### src/rtl/alu_pkg.sv
// Shared types for the sequential ALU: opcodes, controller states, flag bundle.
package alu_pkg;

   localparam int unsigned OP_W = 3;

   typedef enum logic [OP_W-1:0] {
      OP_ADD = 3'b000,
      OP_SUB = 3'b001,
      OP_AND = 3'b010,
      OP_OR  = 3'b011,
      OP_XOR = 3'b100,
      OP_SLT = 3'b101,
      OP_SHL = 3'b110,
      OP_MUL = 3'b111
   } op_t;

   typedef enum logic [1:0] {
      ST_IDLE = 2'd0,
      ST_MUL  = 2'd1,
      ST_DONE = 2'd2
   } state_t;

   typedef struct packed {
      logic zero;
      logic neg;
      logic carry;
      logic ovf;
   } flags_t;

endpackage

### src/rtl/seq_mul.sv
// Unsigned shift-add multiplier. Iteration 0 is folded into the start edge so the
// full product is registered after WIDTH-1 further cycles; done_o then flags it for
// one cycle (WIDTH cycles from start to the edge that consumes the product).
module seq_mul #(
   parameter int unsigned WIDTH = 4
) (
   input  logic               clk,
   input  logic               reset,
   input  logic               start_i,
   input  logic [WIDTH-1:0]   a_i,
   input  logic [WIDTH-1:0]   b_i,
   output logic               done_o,
   output logic [2*WIDTH-1:0] product_o
);

   localparam int unsigned PW = 2 * WIDTH;
   localparam int unsigned CW = $clog2(WIDTH + 1);

   logic [PW-1:0]    mcand_q, mcand_d;
   logic [PW-1:0]    prod_q, prod_d;
   logic [WIDTH-1:0] mplier_q, mplier_d;
   logic [CW-1:0]    cnt_q, cnt_d;
   logic             run_q, run_d;

   // Next-state for one shift-add step, or reload on start.
   always_comb begin
      mcand_d  = mcand_q;
      prod_d   = prod_q;
      mplier_d = mplier_q;
      cnt_d    = cnt_q;
      run_d    = run_q;
      if (start_i) begin
         prod_d   = b_i[0] ? PW'(a_i) : '0;
         mcand_d  = PW'(a_i) << 1;
         mplier_d = b_i >> 1;
         cnt_d    = CW'(1);
         run_d    = 1'b1;
      end else if (run_q) begin
         if (cnt_q == CW'(WIDTH)) begin
            run_d = 1'b0;
         end else begin
            if (mplier_q[0]) prod_d = prod_q + mcand_q;
            mcand_d  = mcand_q << 1;
            mplier_d = mplier_q >> 1;
            cnt_d    = cnt_q + CW'(1);
         end
      end
   end

   // Iterator registers.
   always_ff @(posedge clk or posedge reset) begin
      if (reset) begin
         mcand_q  <= '0;
         prod_q   <= '0;
         mplier_q <= '0;
         cnt_q    <= '0;
         run_q    <= 1'b0;
      end else begin
         mcand_q  <= mcand_d;
         prod_q   <= prod_d;
         mplier_q <= mplier_d;
         cnt_q    <= cnt_d;
         run_q    <= run_d;
      end
   end

   assign done_o    = run_q & (cnt_q == CW'(WIDTH));
   assign product_o = prod_q;

endmodule

### src/rtl/seq_alu.sv
// Handshaked sequential ALU with registered result and NZCV flags.
// Build option SEQ_ALU_MUL_EN enables the multi-cycle multiplier; without it,
// op MUL completes in one cycle with result 0 and illegal=1.
module seq_alu
   import alu_pkg::*;
#(
   parameter int unsigned WIDTH = 4,
   parameter int unsigned SHW   = $clog2(WIDTH)
) (
   input  logic             clk,
   input  logic             reset,
   input  logic             in_valid,
   output logic             in_ready,
   input  logic [2:0]       op,
   input  logic [WIDTH-1:0] a,
   input  logic [WIDTH-1:0] b,
   output logic             out_valid,
   input  logic             out_ready,
   output logic [WIDTH-1:0] result,
   output logic             zero,
   output logic             neg,
   output logic             carry,
   output logic             ovf,
   output logic             illegal,
   output logic             busy
);

   state_t           state_q, state_d;
   logic [WIDTH-1:0] result_q, result_d;
   flags_t           flags_q, flags_d;
   logic             illegal_q, illegal_d;

   op_t              op_in;
   logic             accept;
   logic             is_sub;
   logic [WIDTH-1:0] b_eff;
   logic [WIDTH:0]   sum;
   logic [WIDTH:0]   shl_ext;
   logic [WIDTH-1:0] calc_res;
   logic             calc_carry;
   logic             calc_ovf;
   logic             calc_illegal;

`ifdef SEQ_ALU_MUL_EN
   logic               mul_start;
   logic               mul_done;
   logic [2*WIDTH-1:0] mul_prod;

   seq_mul #(.WIDTH(WIDTH)) u_mul (
      .clk       (clk),
      .reset     (reset),
      .start_i   (mul_start),
      .a_i       (a),
      .b_i       (b),
      .done_o    (mul_done),
      .product_o (mul_prod)
   );
`endif

   assign op_in    = op_t'(op);
   assign in_ready = (state_q == ST_IDLE) | ((state_q == ST_DONE) & out_ready);
   assign accept   = in_valid & in_ready;

   // Single-cycle datapath: conditional-invert adder, logic ops, SLT, SHL.
   always_comb begin
      is_sub       = (op_in == OP_SUB);
      b_eff        = is_sub ? ~b : b;
      sum          = (WIDTH+1)'(a) + (WIDTH+1)'(b_eff) + (WIDTH+1)'(is_sub);
      shl_ext      = (WIDTH+1)'(a) << b[SHW-1:0];
      calc_res     = '0;
      calc_carry   = 1'b0;
      calc_ovf     = 1'b0;
      calc_illegal = 1'b0;
      case (op_in)
         OP_ADD, OP_SUB: begin
            calc_res   = sum[WIDTH-1:0];
            calc_carry = sum[WIDTH];
            calc_ovf   = (a[WIDTH-1] == b_eff[WIDTH-1]) & (sum[WIDTH-1] != a[WIDTH-1]);
         end
         OP_AND: calc_res = a & b;
         OP_OR:  calc_res = a | b;
         OP_XOR: calc_res = a ^ b;
         OP_SLT: calc_res = {{(WIDTH-1){1'b0}}, ($signed(a) < $signed(b))};
         OP_SHL: begin
            calc_res   = shl_ext[WIDTH-1:0];
            calc_carry = shl_ext[WIDTH];
         end
         OP_MUL: begin
`ifndef SEQ_ALU_MUL_EN
            calc_illegal = 1'b1;
`endif
         end
         default: calc_res = '0;
      endcase
   end

   // Controller next-state and result/flag load.
   always_comb begin
      state_d   = state_q;
      result_d  = result_q;
      flags_d   = flags_q;
      illegal_d = illegal_q;
`ifdef SEQ_ALU_MUL_EN
      mul_start = 1'b0;
`endif
      case (state_q)
         ST_IDLE, ST_DONE: begin
            if ((state_q == ST_DONE) && out_ready) state_d = ST_IDLE;
            if (accept) begin
`ifdef SEQ_ALU_MUL_EN
               if (op_in == OP_MUL) begin
                  state_d   = ST_MUL;
                  mul_start = 1'b1;
               end else
`endif
               begin
                  state_d       = ST_DONE;
                  result_d      = calc_res;
                  flags_d.zero  = (calc_res == '0);
                  flags_d.neg   = calc_res[WIDTH-1];
                  flags_d.carry = calc_carry;
                  flags_d.ovf   = calc_ovf;
                  illegal_d     = calc_illegal;
               end
            end
         end
         ST_MUL: begin
`ifdef SEQ_ALU_MUL_EN
            if (mul_done) begin
               state_d       = ST_DONE;
               result_d      = mul_prod[WIDTH-1:0];
               flags_d.zero  = (mul_prod[WIDTH-1:0] == '0);
               flags_d.neg   = mul_prod[WIDTH-1];
               flags_d.carry = |mul_prod[2*WIDTH-1:WIDTH];
               flags_d.ovf   = 1'b0;
               illegal_d     = 1'b0;
            end
`else
            state_d = ST_IDLE;
`endif
         end
         default: state_d = ST_IDLE;
      endcase
   end

   // State and output registers.
   always_ff @(posedge clk or posedge reset) begin
      if (reset) begin
         state_q   <= ST_IDLE;
         result_q  <= '0;
         flags_q   <= '0;
         illegal_q <= 1'b0;
      end else begin
         state_q   <= state_d;
         result_q  <= result_d;
         flags_q   <= flags_d;
         illegal_q <= illegal_d;
      end
   end

   assign out_valid = (state_q == ST_DONE);
   assign result    = result_q;
   assign zero      = flags_q.zero;
   assign neg       = flags_q.neg;
   assign carry     = flags_q.carry;
   assign ovf       = flags_q.ovf;
   assign illegal   = illegal_q;
`ifdef SEQ_ALU_MUL_EN
   assign busy      = (state_q == ST_MUL);
`else
   assign busy      = 1'b0;
`endif

endmodule

### config.mk
export PLATFORM = sky130hd
export DESIGN_NAME = seq_alu
export DESIGN_NICKNAME = d
export VERILOG_FILES = /design/src/rtl/alu_pkg.sv /design/src/rtl/seq_mul.sv /design/src/rtl/seq_alu.sv
export SDC_FILE = /design/constraint.sdc
export NUM_CORES = 1
export LEC_CHECK = 0
export CORE_ASPECT_RATIO = 1.25
export CORE_MARGIN = 3
export CORE_UTILIZATION = 45
export DETAILED_ROUTE_END_ITERATION = 12
export DONT_BUFFER_PORTS = 1
export PLACE_DENSITY = 0.73
export SLEW_MARGIN = 20
export SYNTH_ARGS = -nofsm -noshare
export SYNTH_HDL_FRONTEND = slang
export SYNTH_SLANG_ARGS = --single-unit
export TNS_END_PERCENT = 30
### constraint.sdc
create_clock -name clk -period 1.4 [get_ports clk]
set_input_delay 0.28 -clock clk [delete_from_list [all_inputs] [get_ports clk]]
set_output_delay 0.28 -clock clk [all_outputs]
set_load 0.1 [all_outputs]
==> qor.csv <==
stage,metric,value,unit
run_status,status,"finished, violations left",
run_status,violations,setup timing,
worst_setup_path,critPathRequiredTime,1.60,ns
cells_and_area,final_common_cell,buf_4,
synth,synthTopCellsByArea,"dfrtp_1, ha_1, inv_1, xnor2_1, nand2_1",
sta,setup_tns,-2.61,ns
grt,grt_max_degree,18,
worst_setup_path,path_class,in -> reg,
grt,track_usage,19.0,%
synth,synth_nets,161,
route,via_per_inst,5.29,
cells_and_area,syn_to_final_growth,31.1,%
grt,grt_pass1_vias,1017,
sta,fin_hold_ws,0.142,ns
die,std_cell_rows,19,
placement,hpwl,2210,um
cells_and_area,fillerInstances,212,
placement,io_buffers,0,
cells_and_area,instances_no_fill,184,
route,vias,974,
die,die_area,3120,um2
cells_and_area,num-nets-final,186,
sta,hold_viol,0,
sta,fin_worst_skew,0.00525,ns
power,pwr-share-clk,15.0,%
cts,ctsRootBufferMaster,clkbuf_4,
sta,report.final.slew_viol_count,0,
sta,fmax,0.496,GHz
grt,grt-ovfl-total,0,
synth,synth_top_family_by_area,simple AND/OR/NAND/NOR gates,
power,p_sw_share,48.2,%
route,drt_pass1_iterations,4,
synth,synth_area,1120,um2
sta,finalSetupViolCount,6,
synth,yosysTopAreaCell,dfrtp_1,
cts,clkSinkCount,9,
grt,antenna_found_initial,0,
synth,synth_fa_ha_area_share,19.7,%
synth,seq_area_frac_synth,20.1,%
synth,synthSimpleGateAreaFrac,22.9,%
cells_and_area,n_antenna_cell,0,
cts,cts_buffer_depth,2,
die,start_util,49.0,%
synth,async_flop_share,100,%
route,drt-initial-drc-count,19,
synth,netlist_instances,129,
worst_setup_path,cp_data_arrival_time,2.22,ns
cts,cts_tree,yes,
worst_setup_path,startpoint_type,input pin,
die,boundaryPins,27,
cts,clk_latency,0.26,ns
power,p_per_area,903,nW/um2
job,maxCapViolCount,0,
die,core_area,2280,um2
synth,synth-compound-area-share,15.9,%
cells_and_area,mostFrequentLayoutCells,"buf_4, ha_1, inv_1",
grt,grt_pass1_wl,4500,um
synth,synth_cell_types,44,
sta,fin_crit_sh,144,%
synth,ys_seq_elements,9,
power,power_frac_comb,60.9,%
sta,period_needed,2.02,ns
placement,dp_cells,178,
synth,synth.mux.area_fraction,6.60,%
die,die_x,50.6,um
worst_setup_path,crit_path_end_kind,flip-flop,
synth,synth_top_cell_area_share,20.1,%
cts,clk_pin_slew_worst_paths,0.06,ns
cells_and_area,drive_above_1_share,32.7,%
power,p_leak,0.698,nW
power,power_frac_seq,24.1,%
sta,rsz0062_at_grt,true,
synth,synth.avg_cell_area,8.67,um2
power,total_power,1.32,mW
route,route.detailed.drc,0,
cells_and_area,multi_input_area,870,um2
min_path,hold_class,in -> reg,
synth,synth_ff_type,dfrtp_1,
sta,fin_ws,-0.616,ns
die,die_h,61.7,um
route,ant_nets,0,
cells_and_area,finish.utilization,64.3,%
route,wl_per_cell,14.7,um
power,p_int,0.686,mW
cts,ctsHtreeMaxLevel,1,
synth,synth_xor_area_share,4.70,%
cells_and_area,ff_latch_area,230,um2
synth,synth_edf_count,0,
synth,yosys_warnings,0,
placement,routabilityCongestion,0.869,
route,wirelength,2710,um
worst_setup_path,worstPathMaxFanout,17,
power,power.switching,0.637,mW
cts,cts_made_buffers,3,
power,irDropWorstVdd,0.000602,V
-- state kept, by name, indices dropped and copies added, names as in the netlist --
name and count:
carry 1, illegal 1, ovf 1, result 4, state_q 1, zero 1
-- what timing repair did --
item | 4_1_cts | 5_1_grt
buffers inserted | 0 | 1
hold buffers | 1 | 0
endpoints found under the setup margin | 8 | 6
endpoints found under the hold margin | 9 | 0
gates resized for setup | 2 | 7
pin swaps | 5 | 10
-- critical path: stages --
cell and delay [ns]:
nor3b_4 0.25, buf_6 0.15, mux2i_1 0.09, fa_1 0.48
or2_2 0.09, a21oi_1 0.05, or4_4 0.43, nor4_4 0.20
a32o_2 0.19
-- power by group through the flow --
stage | logic [mW] | clock network [mW] | registers (mW)
floorplan | 0.343 | 0 | 0.581
global placement | 0.754 | 0 | 0.321
detailed placement | 0.767 | 0 | 0.324
CTS | 0.779 | 0.204 | 0.320
global route | 0.851 | 0.224 | 0.323
finish | 0.806 | 0.198 | 0.319
-- metrics by stage --
stage	worst slack, ns	cell area, um2
final	-0.616	1470
after CTS	-0.610	1420
after detailed placement	-0.863	1360
after floorplan	-1.00	1190
after global placement	-0.819	1360
after global routing	-0.728	1470
-- cell usage after synthesis (all sizes together) (2+ instances only) --
library cell / number
nor3: 3
xnor2: 5
nand3b: 3
nor2: 4
a211oi: 2
mux2i: 4
nand4: 2
buf: 7
nand2: 11
inv: 14
nor3b: 2
dfrtp: 9
a21oi: 7
nor2b: 4
ha: 16
nand3: 3
nor4: 3
o21ai: 6
nand2b: 4
-- path summary, 6_finish.rpt --
path                                              from                     end  slack (ns)  cells after the start
worst min-delay path                          in_valid  state_q[1]$_DFFE_PP0P_        0.14                      1
min in group asynchronous                        reset   result[2]$_DFFE_PP0P_        0.42                      2
worst min register to register   result[0]$_DFFE_PP0P_   result[0]$_DFFE_PP0P_        0.49                      2
worst max-delay path                             op[1]        zero$_DFFE_PP0P_       -0.62                      9
worst max register to register  state_q[1]$_DFFE_PP0P_        zero$_DFFE_PP0P_       -0.22                      5
max in group asynchronous                        reset  state_q[1]$_DFFE_PP0P_        0.71                      2
-- kinds of logic after synthesis --
kind of cell               after synthesis
AOI/OAI and AO/OA                       25
xor gates and xnor gates                 6
adders and majority gates               17
buffers and inverters                   22
DFF                                      9
muxes                                    6
other                                    1
and+or+nand+nor                         43
-- area by class of cell --
class | instances | area share, %
sequential | 9 | 15.7
timing repair buffer | 28 | 16.7
multi-input combinational | 98 | 59.3
clock buffer | 4 | 1.79
inverter | 14 | 3.84
tap | 31 | 2.65
-- layer usage --
metal  part of all wire, %  track usage [%]  up-vias
li1                      -                -      499
met1                    40             20.9      453
met2                    55             36.0       20
met3                   4.5             4.06        2
met4                  0.63             7.31        0
met5                     0                0        -
Power figures use the tool's default switching activity.
